$ cat config.mk
export PLATFORM = sky130hd
export DESIGN_NAME = regfile_wb_ctrl_flat
export DESIGN_NICKNAME = d
export VERILOG_FILES = /design/src/rtl/regfile_wb_ctrl_if.sv /design/src/rtl/regfile_wb_ctrl.sv /design/src/flat_wrapper.sv
export SDC_FILE = /design/constraint.sdc
export NUM_CORES = 1
export LEC_CHECK = 0
export CAP_MARGIN = 20
export CORE_ASPECT_RATIO = 1.2
export CORE_MARGIN = 2
export CORE_UTILIZATION = 40
export CTS_CLUSTER_DIAMETER = 120
export DETAILED_ROUTE_END_ITERATION = 12
export DONT_BUFFER_PORTS = 1
export PLACE_DENSITY = 0.63
export SYNTH_ARGS = -nofsm -noshare
export SYNTH_HDL_FRONTEND = slang
export SYNTH_SLANG_ARGS = --single-unit
$ cat constraint.sdc
create_clock -name i_clk -period 1.6 [get_ports i_clk]
set_input_delay 0.32 -clock i_clk [delete_from_list [all_inputs] [get_ports i_clk]]
set_output_delay 0.32 -clock i_clk [all_outputs]
set_load 0.1 [all_outputs]
$ cat src/rtl/regfile_wb_ctrl_if.sv
// regfile_wb_ctrl_if: issue, ALU/LSU write-back and regfile write-port bundle.
// master drives requests (i_*); slave (the controller) drives o_*.
interface regfile_wb_ctrl_if;
    logic        i_iss_valid;
    logic [4:0]  i_iss_rd_addr;
    logic [4:0]  i_iss_rs1_addr;
    logic [4:0]  i_iss_rs2_addr;
    logic        o_iss_stall;

    logic        i_alu_valid;
    logic [4:0]  i_alu_rd_addr;
    logic [31:0] i_alu_data;
    logic        o_alu_ready;

    logic        i_lsu_valid;
    logic [4:0]  i_lsu_rd_addr;
    logic [31:0] i_lsu_data;
    logic        o_lsu_ready;

    logic        o_rd_wren;
    logic [4:0]  o_rd_addr;
    logic [31:0] o_rd_data;

    modport master (
        output i_iss_valid, i_iss_rd_addr, i_iss_rs1_addr, i_iss_rs2_addr,
        output i_alu_valid, i_alu_rd_addr, i_alu_data,
        output i_lsu_valid, i_lsu_rd_addr, i_lsu_data,
        input  o_iss_stall, o_alu_ready, o_lsu_ready,
        input  o_rd_wren, o_rd_addr, o_rd_data
    );

    modport slave (
        input  i_iss_valid, i_iss_rd_addr, i_iss_rs1_addr, i_iss_rs2_addr,
        input  i_alu_valid, i_alu_rd_addr, i_alu_data,
        input  i_lsu_valid, i_lsu_rd_addr, i_lsu_data,
        output o_iss_stall, o_alu_ready, o_lsu_ready,
        output o_rd_wren, o_rd_addr, o_rd_data
    );
endinterface

$ cat src/rtl/regfile_wb_ctrl.sv
// regfile_wb_ctrl: ALU/LSU write-port arbiter with LSU starvation guard,
// registered regfile write port, and optional busy scoreboard
// (REGFILE_WB_SCOREBOARD_EN). Ports: i_clk, i_rst (async, active-high),
// wb (slave modport: issue check, ALU/LSU handshakes, rd write port).
module regfile_wb_ctrl #(
    parameter int unsigned STARVE_MAX = 3
) (
    input  logic             i_clk,
    input  logic             i_rst,
    regfile_wb_ctrl_if.slave wb
);

    typedef enum logic {
        ALU_PRI,
        LSU_PRI
    } arb_state_e;

    localparam logic [3:0] STARVE_LAST = 4'(STARVE_MAX - 1);

    arb_state_e  state_q, state_d;
    logic [3:0]  wait_cnt_q, wait_cnt_d;
    logic        alu_rdy, lsu_rdy;
    logic        lsu_denied;

    logic        grant;
    logic [4:0]  sel_addr;
    logic [31:0] sel_data;
    logic        wren_q;
    logic [4:0]  addr_q;
    logic [31:0] data_q;

    always_ff @(posedge i_clk or posedge i_rst) begin
        if (i_rst) begin
            state_q    <= ALU_PRI;
            wait_cnt_q <= '0;
        end else begin
            state_q    <= state_d;
            wait_cnt_q <= wait_cnt_d;
        end
    end

    always_comb begin
        state_d    = state_q;
        wait_cnt_d = '0;
        alu_rdy    = 1'b0;
        lsu_rdy    = 1'b0;
        unique case (state_q)
            ALU_PRI: begin
                alu_rdy = wb.i_alu_valid;
                lsu_rdy = wb.i_lsu_valid & ~wb.i_alu_valid;
            end
            LSU_PRI: begin
                lsu_rdy = wb.i_lsu_valid;
                alu_rdy = wb.i_alu_valid & ~wb.i_lsu_valid;
            end
        endcase
        lsu_denied = wb.i_lsu_valid & ~lsu_rdy;
        if (lsu_denied)
            wait_cnt_d = wait_cnt_q + 4'd1;
        unique case (state_q)
            ALU_PRI: begin
                if (lsu_denied && wait_cnt_q == STARVE_LAST)
                    state_d = LSU_PRI;
            end
            LSU_PRI: begin
                // Priority is held for exactly one LSU grant, or
                // dropped as soon as the LSU withdraws.
                if (lsu_rdy || !wb.i_lsu_valid)
                    state_d = ALU_PRI;
            end
        endcase
    end

    assign wb.o_alu_ready = alu_rdy;
    assign wb.o_lsu_ready = lsu_rdy;

    // Grants are one-hot, so a simple mux picks the winner.
    assign grant    = alu_rdy | lsu_rdy;
    assign sel_addr = lsu_rdy ? wb.i_lsu_rd_addr : wb.i_alu_rd_addr;
    assign sel_data = lsu_rdy ? wb.i_lsu_data : wb.i_alu_data;

    always_ff @(posedge i_clk or posedge i_rst) begin
        if (i_rst) begin
            wren_q <= 1'b0;
            addr_q <= '0;
            data_q <= '0;
        end else begin
            wren_q <= grant && (sel_addr != 5'd0);
            if (grant && (sel_addr != 5'd0)) begin
                addr_q <= sel_addr;
                data_q <= sel_data;
            end
        end
    end

    assign wb.o_rd_wren = wren_q;
    assign wb.o_rd_addr = addr_q;
    assign wb.o_rd_data = data_q;

`ifdef REGFILE_WB_SCOREBOARD_EN
    logic [31:0] busy_q;
    logic [31:0] busy_set, busy_clr;
    logic        hazard;
    logic        stall;

    // rd is included so a second writer to a busy register waits (WAW).
    assign hazard = busy_q[wb.i_iss_rs1_addr] |
                    busy_q[wb.i_iss_rs2_addr] |
                    busy_q[wb.i_iss_rd_addr];
    assign stall  = wb.i_iss_valid & hazard;

    assign busy_set = (wb.i_iss_valid && !stall &&
                       wb.i_iss_rd_addr != 5'd0) ?
                      (32'd1 << wb.i_iss_rd_addr) : 32'd0;
    assign busy_clr = wren_q ? (32'd1 << addr_q) : 32'd0;

    always_ff @(posedge i_clk or posedge i_rst) begin
        if (i_rst)
            busy_q <= '0;
        else
            busy_q <= ((busy_q & ~busy_clr) | busy_set) & ~32'd1;
    end

    assign wb.o_iss_stall = stall;
`else
    logic unused_iss;
    assign unused_iss = ^{wb.i_iss_valid, wb.i_iss_rd_addr,
                          wb.i_iss_rs1_addr, wb.i_iss_rs2_addr};
    assign wb.o_iss_stall = 1'b0;
`endif

endmodule

$ cat src/flat_wrapper.sv
// flat-port wrapper written by rule: the top's interface ports become plain ports
module regfile_wb_ctrl_flat 
#(
    parameter int unsigned STARVE_MAX = 3
)
  (i_clk, i_rst, wb_i_iss_valid, wb_i_iss_rd_addr, wb_i_iss_rs1_addr, wb_i_iss_rs2_addr, wb_i_alu_valid, wb_i_alu_rd_addr, wb_i_alu_data, wb_i_lsu_valid, wb_i_lsu_rd_addr, wb_i_lsu_data, wb_o_iss_stall, wb_o_alu_ready, wb_o_lsu_ready, wb_o_rd_wren, wb_o_rd_addr, wb_o_rd_data);
  regfile_wb_ctrl_if wb_i ();
  input  logic i_clk;
  input  logic i_rst;
  input wire logic [$bits(wb_i.i_iss_valid)-1:0] wb_i_iss_valid;
  input wire logic [$bits(wb_i.i_iss_rd_addr)-1:0] wb_i_iss_rd_addr;
  input wire logic [$bits(wb_i.i_iss_rs1_addr)-1:0] wb_i_iss_rs1_addr;
  input wire logic [$bits(wb_i.i_iss_rs2_addr)-1:0] wb_i_iss_rs2_addr;
  input wire logic [$bits(wb_i.i_alu_valid)-1:0] wb_i_alu_valid;
  input wire logic [$bits(wb_i.i_alu_rd_addr)-1:0] wb_i_alu_rd_addr;
  input wire logic [$bits(wb_i.i_alu_data)-1:0] wb_i_alu_data;
  input wire logic [$bits(wb_i.i_lsu_valid)-1:0] wb_i_lsu_valid;
  input wire logic [$bits(wb_i.i_lsu_rd_addr)-1:0] wb_i_lsu_rd_addr;
  input wire logic [$bits(wb_i.i_lsu_data)-1:0] wb_i_lsu_data;
  output wire logic [$bits(wb_i.o_iss_stall)-1:0] wb_o_iss_stall;
  output wire logic [$bits(wb_i.o_alu_ready)-1:0] wb_o_alu_ready;
  output wire logic [$bits(wb_i.o_lsu_ready)-1:0] wb_o_lsu_ready;
  output wire logic [$bits(wb_i.o_rd_wren)-1:0] wb_o_rd_wren;
  output wire logic [$bits(wb_i.o_rd_addr)-1:0] wb_o_rd_addr;
  output wire logic [$bits(wb_i.o_rd_data)-1:0] wb_o_rd_data;
  assign wb_i.i_iss_valid = wb_i_iss_valid;
  assign wb_i.i_iss_rd_addr = wb_i_iss_rd_addr;
  assign wb_i.i_iss_rs1_addr = wb_i_iss_rs1_addr;
  assign wb_i.i_iss_rs2_addr = wb_i_iss_rs2_addr;
  assign wb_i.i_alu_valid = wb_i_alu_valid;
  assign wb_i.i_alu_rd_addr = wb_i_alu_rd_addr;
  assign wb_i.i_alu_data = wb_i_alu_data;
  assign wb_i.i_lsu_valid = wb_i_lsu_valid;
  assign wb_i.i_lsu_rd_addr = wb_i_lsu_rd_addr;
  assign wb_i.i_lsu_data = wb_i_lsu_data;
  assign wb_o_iss_stall = wb_i.o_iss_stall;
  assign wb_o_alu_ready = wb_i.o_alu_ready;
  assign wb_o_lsu_ready = wb_i.o_lsu_ready;
  assign wb_o_rd_wren = wb_i.o_rd_wren;
  assign wb_o_rd_addr = wb_i.o_rd_addr;
  assign wb_o_rd_data = wb_i.o_rd_data;
  regfile_wb_ctrl #(.STARVE_MAX(STARVE_MAX)) u_core (.i_clk(i_clk), .i_rst(i_rst), .wb(wb_i));
endmodule
==> run metrics <==
total number of placement rows 29; portion of synthesized cell area occupied by the leading cell type 49.26%; First-pass DRT Iterations 4; static leakage 1.490 nW; Post-Synthesis Mean Instance Area 14.66 um^2; Post-synth EDFFs 0; number of buffers on the longest clock path 2; final WL 5566 um; fin crit share 104.6%; min-delay worst type primary input to register; sequential cell area fraction in the yosys report 49.26%; global-route wire length before repair 8404 um; CTS tree yes; most common flop cell mapped by yosys dfrtp_1; flop-to-flop setup slack -0.07 ns; number of max-slew violations in the final report 0; via count of the first global-routing pass 1,689; post-synthesis async set-or-reset flop share 100.0%; Worst EP arrival 1.85 ns; most frequent cell after synthesis mux2_2; number of hold violations in the final report 0; data required time of the worst path 1.77 ns; worst setup margin -0.07408 ns; mean number of vias per cell 5.366; core box area 0.005298 mm^2; area of the die 0.006071 mm^2; leading cell types by total area after synthesis dfrtp_1 49%, mux2_2 28%, mux2_4 13%, buf_6 1.5%, ha_1 1.1%; count of antenna diodes in the layout 0; category of the worst setup path capture point register; Starting DRT DRC Count 33; number of remaining DRC errors 0; net count of the mapped netlist 245; proportion of layout cells with a drive suffix above 1 70.39%; chip width 71.46 um; library cell with the largest summed area after synthesis dfrtp_1; Antenna Nets Post-Route 0; largest vdd supply drop 0.7216 mV; antenna violations before repair 0; area overhead of the layout relative to synthesis 40.21%; routed len/inst 20.77 um; count of maximum capacitance violations 0; pin count of the biggest net entering global routing 24; clock slew at the register clock pins of the worst setup and hold paths 0.08 ns; number of top-level pins 135; final setup violation count 34; layout net count 301; weighted congestion at the end of routability-driven global placement 0.7147; CP max FO 19; Vert. Die Dim 84.96 um; post-synthesis instance area 0.002185 mm^2; number of vias in the routed layout 1,438; sum of overflow across all layers after global routing 0; setup TNS -1.465 ns; starting density of the core 41.24%; total number of H-tree levels 2; Post-Place Setup Slack -0.2142 ns; clock latency on the worst-skew pair 0.29 ns; element type at the critical path start register; sink count of the clock tree 43; Final min period 1.674 ns; clock root buffer clkbuf_8; failing checks negative setup slack; RSZ-0062 raised after global routing true; Setup Skew 0.007292 ns; Synth warnings 0; cell count after synthesis 149; number of clock buffers inserted by TritonCTS 5; startpoint-to-endpoint class of the critical path register to register; list of most frequent post-synthesis cells 55 x mux2_2, 43 x dfrtp_1, 19 x mux2_4; power density normalized to cell area 1328 mW/mm^2; outcome complete, but fails checks; Port-buffer cells 0; number of storage elements in the synthesis netlist 43; number of distinct library cells after synthesis 20; GRT Total Usage 18.00%; highest attainable clock frequency 597.3 MHz
-- through the flow --
step	util (%)	cells	hold WS [ns]	cell area, um^2	power (mW)
finish	57.82	268	0.2811	3063	4.067
global route	57.82	268	0.2773	3063	4.199
CTS	57.70	269	0.2724	3057	4.089
detailed placement	49.65	248	0.2563	2630	2.981
global placement	49.65	248	0.2496	2630	2.945
floorplan	-	149	0.4328	2212	2.654
-- where the power goes --
part           total [mW]  internal (mW)  switching, mW
Sequential           1.27           1.22         0.0495
Combinational        1.82          0.530           1.29
Clock               0.981          0.624          0.358
-- worst max-delay path, stage by stage, from the launching register on --
cell,delay (ns)
dfrtp_2,0.45
o21ai_4,0.20
buf_4,0.15
buf_12,0.15
mux2_2,0.35
mux2_4,0.26
-- state kept, by name, summed over array words and instances (netlist names) --
register / cells
u_core.wb.o_rd_wren: 1
u_core.wb.o_rd_addr: 5
u_core.state_q: 1
u_core.wb.o_rd_data: 32
u_core.wait_cnt_q: 4
-- per-layer routing --
layer,track usage (%),up-vias,share of wire [%]
li1,-,636,-
met5,0,-,0
met2,34.18,70,56
met1,18.41,722,35
met3,5.819,10,7.6
met4,5.317,0,1.6
-- repair_timing --
action	4_1_cts	5_1_grt
endpoints found under the hold margin	21	0
gates cloned	3	1
hold buffers	1	0
setup buffers	9	0
endpoints found under the setup margin	38	38
pin swaps	2	2
resized for setup	27	10
-- cell families (layout without fill, tap and decap cells) --
logic type,after synthesis,count (layout),share of synthesized area [%]
muxes,74,74,41.41
DFF,43,43,49.26
buffers and inverters,13,70,3.665
and+or+nand+nor,10,10,2.520
AOI/OAI and AO/OA,4,4,1.031
adders and majority gates,2,2,1.145
xor gates and xnor gates,2,2,0.8020
other,1,1,0.1717
-- final cells by class --
class | instances | area, um^2
Clock inverter | 2 | 60.06
Fill cell | 390 | 2235
Multi-Input combinational cell | 93 | 1164
Timing Repair Buffer | 58 | 593.1
Tap cell | 62 | 77.57
Inverter | 4 | 18.77
Sequential cell | 43 | 1077
Clock buffer | 6 | 72.57
-- final timing paths --
check | depth (start not counted) | start | end
worst max-delay path | 5 | u_core.state_q | u_core.wb.o_rd_data[13]
worst min register to register | 1 | u_core.wait_cnt_q[3] | u_core.state_q
min in group asynchronous | 2 | i_rst | u_core.wb.o_rd_data[14]
worst max register to register | 5 | u_core.state_q | u_core.wb.o_rd_data[13]
worst min-delay path | 2 | wb_i_lsu_valid | u_core.wait_cnt_q[1]
max in group asynchronous | 3 | i_rst | u_core.wb.o_rd_data[20]
-- cell usage in the layout, fill, tap and decap left out, drive strengths merged, types with 2 or more instances in the layout --
| cell type | instances |
|---|---|
| clkbuf | 7 |
| mux2 | 74 |
| buf | 56 |
| dfrtp | 43 |
| nor2 | 5 |
| o21ai | 3 |
| ha | 2 |
| or4 | 2 |
| bufinv | 2 |
| inv | 3 |
Note: power is estimated with default switching activity, not from simulation.
